==> config.mk <==
export PLATFORM = sky130hd
export DESIGN_NAME = safe_code_ctrl
export DESIGN_NICKNAME = d
export VERILOG_FILES = /design/src/rtl/safe_code_ctrl.sv
export SDC_FILE = /design/constraint.sdc
export NUM_CORES = 1
export LEC_CHECK = 0
export CORE_AREA = 3 3 82 84
export DETAILED_ROUTE_END_ITERATION = 12
export DIE_AREA = 0 0 85 87
export GPL_TIMING_DRIVEN = 0
export PLACE_DENSITY = 0.73
export SYNTH_ARGS = -nofsm -noshare
export SYNTH_HDL_FRONTEND = slang
export SYNTH_SLANG_ARGS = --single-unit
==> constraint.sdc <==
create_clock -name clk -period 2.52 [get_ports clk]
set_input_delay 0.504 -clock clk [delete_from_list [all_inputs] [get_ports clk]]
set_output_delay 0.504 -clock clk [all_outputs]
set_load 0.005 [all_outputs]
==> src/rtl/safe_code_ctrl.sv <==
`default_nettype none
// ============================================================================
// Module   : safe_code_ctrl
// Purpose  : Keypad code lock with open window, code change and lockout.
// Revision : 1.0 - initial release
// ============================================================================
module safe_code_ctrl #(
    parameter int unsigned CODE_LEN       = 4,
    parameter logic [15:0] DEFAULT_CODE   = 16'h1234,
    parameter int unsigned MAX_FAIL       = 3,
    parameter logic [15:0] UNLOCK_CYCLES  = 16'd50000,
    parameter logic [15:0] LOCKOUT_CYCLES = 16'd60000
) (
    input  logic       clk,
    input  logic       rst,
    input  logic [3:0] key_code,
    output logic       unlocked,
    output logic       lockout,
    output logic       ok_pulse,
    output logic       err_pulse,
    output logic [2:0] digit_count,
    output logic [1:0] state
);

    localparam logic [1:0] ST_LOCKED  = 2'd0;
    localparam logic [1:0] ST_OPEN    = 2'd1;
    localparam logic [1:0] ST_NEWCODE = 2'd2;
    localparam logic [1:0] ST_LOCKOUT = 2'd3;

    localparam logic [3:0]  KEY_HASH  = 4'd10;
    localparam logic [3:0]  KEY_STAR  = 4'd11;
    localparam logic [2:0]  LEN3      = 3'(CODE_LEN);
    localparam logic [2:0]  MAX3      = 3'(MAX_FAIL);
    localparam logic [15:0] CODE_MASK = (CODE_LEN >= 4) ? 16'hFFFF
                                      : ((16'h1 << (4 * CODE_LEN)) - 16'h1);

    logic [1:0]  state_q, state_d;
    logic [15:0] buf_q, buf_d;
    logic [2:0]  cnt_q, cnt_d;
    logic        ovf_q, ovf_d;
    logic [2:0]  fail_cnt_q, fail_cnt_d;
    logic [15:0] timer_q, timer_d;
    logic [15:0] code_q, code_d;
    logic        ok_q, ok_d;
    logic        err_q, err_d;

    logic        w_is_digit;
    logic        w_hash;
    logic        w_star;
    logic        w_full;
    logic        w_expire;
    logic [15:0] w_timer_dec;
    logic [15:0] w_buf_col;
    logic [2:0]  w_cnt_col;
    logic        w_ovf_col;
    logic [2:0]  w_fail_inc;

    assign w_is_digit  = (key_code < 4'd10);
    assign w_hash      = (key_code == KEY_HASH);
    assign w_star      = (key_code == KEY_STAR);
    assign w_full      = (cnt_q == LEN3);
    // A timed state leaves on the cycle its counter would reach zero.
    assign w_expire    = (timer_q <= 16'd1);
    assign w_timer_dec = (timer_q == 16'd0) ? 16'd0 : timer_q - 16'd1;
    assign w_buf_col   = w_full ? buf_q : ({buf_q[11:0], key_code} & CODE_MASK);
    assign w_cnt_col   = w_full ? cnt_q : cnt_q + 3'd1;
    assign w_ovf_col   = ovf_q | w_full;
    assign w_fail_inc  = (fail_cnt_q < MAX3) ? fail_cnt_q + 3'd1 : fail_cnt_q;

    always_comb begin
        state_d    = state_q;
        buf_d      = buf_q;
        cnt_d      = cnt_q;
        ovf_d      = ovf_q;
        fail_cnt_d = fail_cnt_q;
        timer_d    = timer_q;
        code_d     = code_q;
        ok_d       = 1'b0;
        err_d      = 1'b0;

        case (state_q)
            ST_LOCKED: begin
                if (w_is_digit) begin
                    buf_d = w_buf_col;
                    cnt_d = w_cnt_col;
                    ovf_d = w_ovf_col;
                end else if (w_star) begin
                    buf_d = 16'd0;
                    cnt_d = 3'd0;
                    ovf_d = 1'b0;
                end else if (w_hash && (cnt_q != 3'd0)) begin
                    buf_d = 16'd0;
                    cnt_d = 3'd0;
                    ovf_d = 1'b0;
                    if (w_full && !ovf_q && (buf_q == code_q)) begin
                        state_d    = ST_OPEN;
                        ok_d       = 1'b1;
                        fail_cnt_d = 3'd0;
                        timer_d    = UNLOCK_CYCLES;
                    end else begin
                        err_d      = 1'b1;
                        fail_cnt_d = w_fail_inc;
                        if (w_fail_inc == MAX3) begin
                            state_d = ST_LOCKOUT;
                            timer_d = LOCKOUT_CYCLES;
                        end
                    end
                end
            end

            ST_OPEN: begin
                if (w_expire) begin
                    state_d = ST_LOCKED;
                    timer_d = 16'd0;
                end else begin
                    timer_d = w_timer_dec;
                    if (w_hash) begin
                        state_d = ST_LOCKED;
                        timer_d = 16'd0;
                    end else if (w_star) begin
                        state_d = ST_NEWCODE;
                    end
                end
                buf_d = 16'd0;
                cnt_d = 3'd0;
                ovf_d = 1'b0;
            end

            ST_NEWCODE: begin
                if (w_expire) begin
                    state_d = ST_LOCKED;
                    timer_d = 16'd0;
                    buf_d   = 16'd0;
                    cnt_d   = 3'd0;
                    ovf_d   = 1'b0;
                end else begin
                    timer_d = w_timer_dec;
                    if (w_is_digit) begin
                        buf_d = w_buf_col;
                        cnt_d = w_cnt_col;
                        ovf_d = w_ovf_col;
                    end else if (w_hash || w_star) begin
                        buf_d = 16'd0;
                        cnt_d = 3'd0;
                        ovf_d = 1'b0;
                        if (w_hash && w_full && !ovf_q) begin
                            code_d  = buf_q;
                            ok_d    = 1'b1;
                            state_d = ST_LOCKED;
                            timer_d = 16'd0;
                        end else begin
                            err_d   = w_hash;
                            state_d = ST_OPEN;
                            timer_d = UNLOCK_CYCLES;
                        end
                    end
                end
            end

            default: begin
                if (w_expire) begin
                    state_d    = ST_LOCKED;
                    fail_cnt_d = 3'd0;
                    timer_d    = 16'd0;
                end else begin
                    timer_d = w_timer_dec;
                end
            end
        endcase
    end

    always_ff @(posedge clk or posedge rst) begin
        if (rst) begin
            state_q    <= ST_LOCKED;
            buf_q      <= 16'd0;
            cnt_q      <= 3'd0;
            ovf_q      <= 1'b0;
            fail_cnt_q <= 3'd0;
            timer_q    <= 16'd0;
            code_q     <= DEFAULT_CODE & CODE_MASK;
            ok_q       <= 1'b0;
            err_q      <= 1'b0;
        end else begin
            state_q    <= state_d;
            buf_q      <= buf_d;
            cnt_q      <= cnt_d;
            ovf_q      <= ovf_d;
            fail_cnt_q <= fail_cnt_d;
            timer_q    <= timer_d;
            code_q     <= code_d;
            ok_q       <= ok_d;
            err_q      <= err_d;
        end
    end

    assign unlocked    = (state_q == ST_OPEN) || (state_q == ST_NEWCODE);
    assign lockout     = (state_q == ST_LOCKOUT);
    assign ok_pulse    = ok_q;
    assign err_pulse   = err_q;
    assign digit_count = cnt_q;
    assign state       = state_q;

endmodule
`default_nettype wire

==> results.py <==
metrics = {
    "global_routing": {
        "grtUsageTotal": 0.2183,
        "antenna_found_initial": 0,
        "grt_overflow": 0,
        "grt_pass1_wl_um": 12590,
        "grt_pass1_vias": 2546,
        "grt_max_degree": 39,
    },
    "cts": {
        "cts_hold_buffers": 0,
        "clockRootBuffer": "clkbuf_8",
        "cts_num_sinks": 59,
        "cts_max_level": 3,
        "cts_tree": "yes",
        "numCtsBuffers": 9,
        "clk_latency_ns": 0.34,
        "cts_buffer_depth": 2,
        "clkSlewWorstSetupHoldPaths_ns": 0.07,
    },
    "worst_setup_path": {
        "crit_required_ns": 2.72,
        "r2r.worst_path.cells": 10,
        "reg2reg_from": "digit_count[0]",
        "cp_max_fo": 10,
        "cp_slowest_cell": "clkdlybuf4s50_1",
        "worst-path-stages": 8,
        "start_kind": "input pin",
        "crit_start": "key_code[0]",
        "cp_cell_sequence": "clkdlybuf4s50_1, nand4bb_4, or2_1, o311a_1, buf_6, clkbuf_1, o21ai_0, o31ai_1",
        "rrSetupSlack_ns": 0.14,
        "worstSetupPathType": "input pin to flip-flop",
        "path_delay_family": "buffers and inverters",
        "crit_buf_inv": 3,
        "max_stage_delay_ns": 0.50,
        "crit_arrival_ns": 2.61,
        "r2r-end": "state[0]",
        "worstSetupEndpointType": "flip-flop",
    },
    "routing": {
        "avgRoutedWirePerCell_um": 16.78,
        "drt_iter0_markers": 179,
        "num_vias": 2640,
        "drtAntennaViolNets": 0,
        "first_pass_iters": 5,
        "drc_errors": 0,
        "wl_um": 7452,
        "vias_per_cell": 5.946,
    },
    "synthesis": {
        "synth_area_per_cell_um2": 10.05,
        "yosys_most_used_dff": "dfrtp_1",
        "netlist_instances": 333,
        "syn-cell-area_um2": 3346,
        "yosysWarnings": 0,
        "synth_edf_count": 0,
        "ys_seq_elements": 59,
        "async_reset_ff_frac": 1.000,
        "yosysSeqAreaShare": 0.4432,
        "synth_nets": 348,
        "ys_types": 58,
    },
    "floorplan": {
        "die_y_um": 87,
        "start_util": 0.5585,
        "die-area_um2": 7395,
        "core_um2": 5991,
        "rows": 28,
        "pin_count": 15,
        "fp.dieW_um": 85,
    },
    "place": {
        "post_dp_cell_area_um2": 3600,
        "gp_congestion": 0.8650,
        "dp_hpwl_um": 5218,
        "port_buffers": 14,
    },
    "timing": {
        "hold_viol": 0,
        "fin_tns_setup_ns": 0,
        "setup_viol": 0,
        "tightest_slew_ns": 0.5142,
        "finalCriticalPeriod_ns": 2.410,
        "slew_headroom": 0.6551,
        "clock_skew_ns": 0.009060,
        "max_freq_mhz": 414.9,
        "fin_crit_sh": 0.9565,
        "slew_violations": 0,
    },
    "run_status": {
        "outcome": "finished, final reports clean",
    },
    "power_and_ir_drop": {
        "sw_frac_of_total": 0.4294,
        "vdd_drop_max_v": 0.0007007,
        "p_int_w": 0.002750,
        "p_leak_nw": 1.832,
        "powerDensity_nw_per_um2": 1228,
        "seqPwrFrac": 0.324,
        "clkPwrFrac": 0.178,
        "switchingPower_w": 0.002070,
        "comb_power_share": 0.498,
    },
    "finish": {
        "final_common_cell": "dfrtp_1",
        "finalNetCount": 379,
        "diodes": 0,
        "final_cell_mix": "54 x dfrtp_1, 35 x nor2_1, 19 x o21ai_0",
        "fin_util": 0.6550,
        "area_growth_pct": 17.28,
        "finalInstanceArea_um2": 3924,
        "layout-drive-gt1-share": 0.1924,
    },
    "job": {
        "max-cap-violations": 0,
    },
    "hold_path": {
        "min-delay-path-class": "input pin to async pin",
    },
}
==> power groups by stage <==
stage | clock network [W] | registers (W) | logic [W]
floorplan | 0 | 0.00146 | 0.00168
global placement | 0 | 0.00153 | 0.00219
detailed placement | 0 | 0.00153 | 0.00223
CTS | 0.000872 | 0.00152 | 0.00225
global route | 0.000917 | 0.00161 | 0.00267
finish | 0.000859 | 0.00156 | 0.00240
==> cell families (layout without fill, tap and decap cells) <==
logic type | after synthesis | after routing | synth area share
buf+inv | 26 | 62 | 0.03478
compound gates | 86 | 86 | 0.1765
flops | 59 | 59 | 0.4432
mux | 30 | 30 | 0.09611
simple gates | 105 | 105 | 0.1687
fa+ha+maj | 9 | 9 | 0.03366
xor+xnor | 18 | 18 | 0.04712
==> how the worst max path moves through the flow <==
stage,endpoint,slack [ns]
floorplan,timer_q[10],0.28
global placement,timer_q[15],-0.49
detailed placement,buf_q[15],-0.45
CTS,timer_q[10],0.01
global route,timer_q[5],-0.03
finish,state[0],0.11
==> timing repair <==
item | in CTS | in global routing
setup buffers | 1 | 4
gates resized for setup | 6 | 19
setup endpoints to repair | 20 | 43
endpoints found under the hold margin | 0 | 0
pin swaps | 2 | 4
==> through the flow <==
| step | setup slack, ns | total power, W | hold WS (ns) | instances |
|---|---|---|---|---|
| after floorplan | 0.2785 | 0.003139 | 0.4720 | 333 |
| after global placement | -0.4866 | 0.003714 | 0.4975 | 422 |
| after detailed placement | -0.4514 | 0.003762 | 0.5155 | 423 |
| after CTS | 0.01151 | 0.004640 | 0.5268 | 440 |
| after global routing | -0.02713 | 0.005197 | 0.5416 | 444 |
| final | 0.1097 | 0.004820 | 0.5125 | 444 |
==> Yosys cell counts (2+ instances only) <==
cell | n | area [µm²]
or4_1 | 2 | 15.01
o22ai_1 | 4 | 25.02
nand3_1 | 12 | 60.06
nor4_1 | 7 | 43.79
a22o_1 | 4 | 35.03
nor3_1 | 4 | 20.02
or3_1 | 2 | 12.51
a21oi_1 | 20 | 100.1
a21o_1 | 3 | 22.52
nand2_1 | 15 | 56.30
xnor2_1 | 3 | 26.28
nor2_1 | 35 | 131.4
dfrtp_1 | 54 | 1351
o211a_1 | 3 | 30.03
dfstp_2 | 5 | 131.4
clkbuf_1 | 7 | 26.28
xor2_1 | 15 | 131.4
and3_1 | 3 | 18.77
mux2_2 | 17 | 191.4
nand3b_1 | 6 | 45.04
buf_2 | 3 | 15.01
mux2i_1 | 13 | 130.1
a22oi_1 | 2 | 15.01
inv_1 | 14 | 52.55
ha_1 | 9 | 112.6
nand2b_1 | 2 | 12.51
o31ai_1 | 6 | 45.04
a31oi_1 | 3 | 18.77
nor4_2 | 2 | 25.02
o31a_1 | 2 | 17.52
or2_2 | 2 | 12.51
o21ba_2 | 2 | 20.02
nor4b_1 | 2 | 17.52
nor2b_1 | 3 | 18.77
and2_1 | 2 | 12.51
buf_6 | 2 | 22.52
o21ai_0 | 21 | 105.1
o21a_1 | 2 | 15.01
==> registers in the layout, summed over array words and instances, names as in the netlist <==
| name | flops |
|---|---|
| err_pulse | 1 |
| ok_pulse | 1 |
| code_q | 16 |
| timer_q | 16 |
| state | 2 |
| ovf_q | 1 |
| digit_count | 3 |
| fail_cnt_q | 3 |
| buf_q | 16 |
==> metal layers <==
metal	track usage	wire (µm)	part of all wire	vias up
met4	0.06906	84	0.011	0
met3	0.05676	404	0.054	9
met1	0.3129	3637	0.49	1266
li1	-	-	-	1283
met5	0	0	0	-
met2	0.3242	3327	0.45	82
==> final cells by class <==
type / instances / area (µm²)
fill: 473 / 2067
multi-input combinational: 248 / 1836
sequential: 59 / 1483
timing repair buffer: 20 / 197.7
clock buffer: 10 / 127.6
tap: 75 / 93.84
buffer: 12 / 67.56
clock inverter: 6 / 66.31
inverter: 14 / 52.55
No activity file was read; power rests on OpenSTA's default activity.
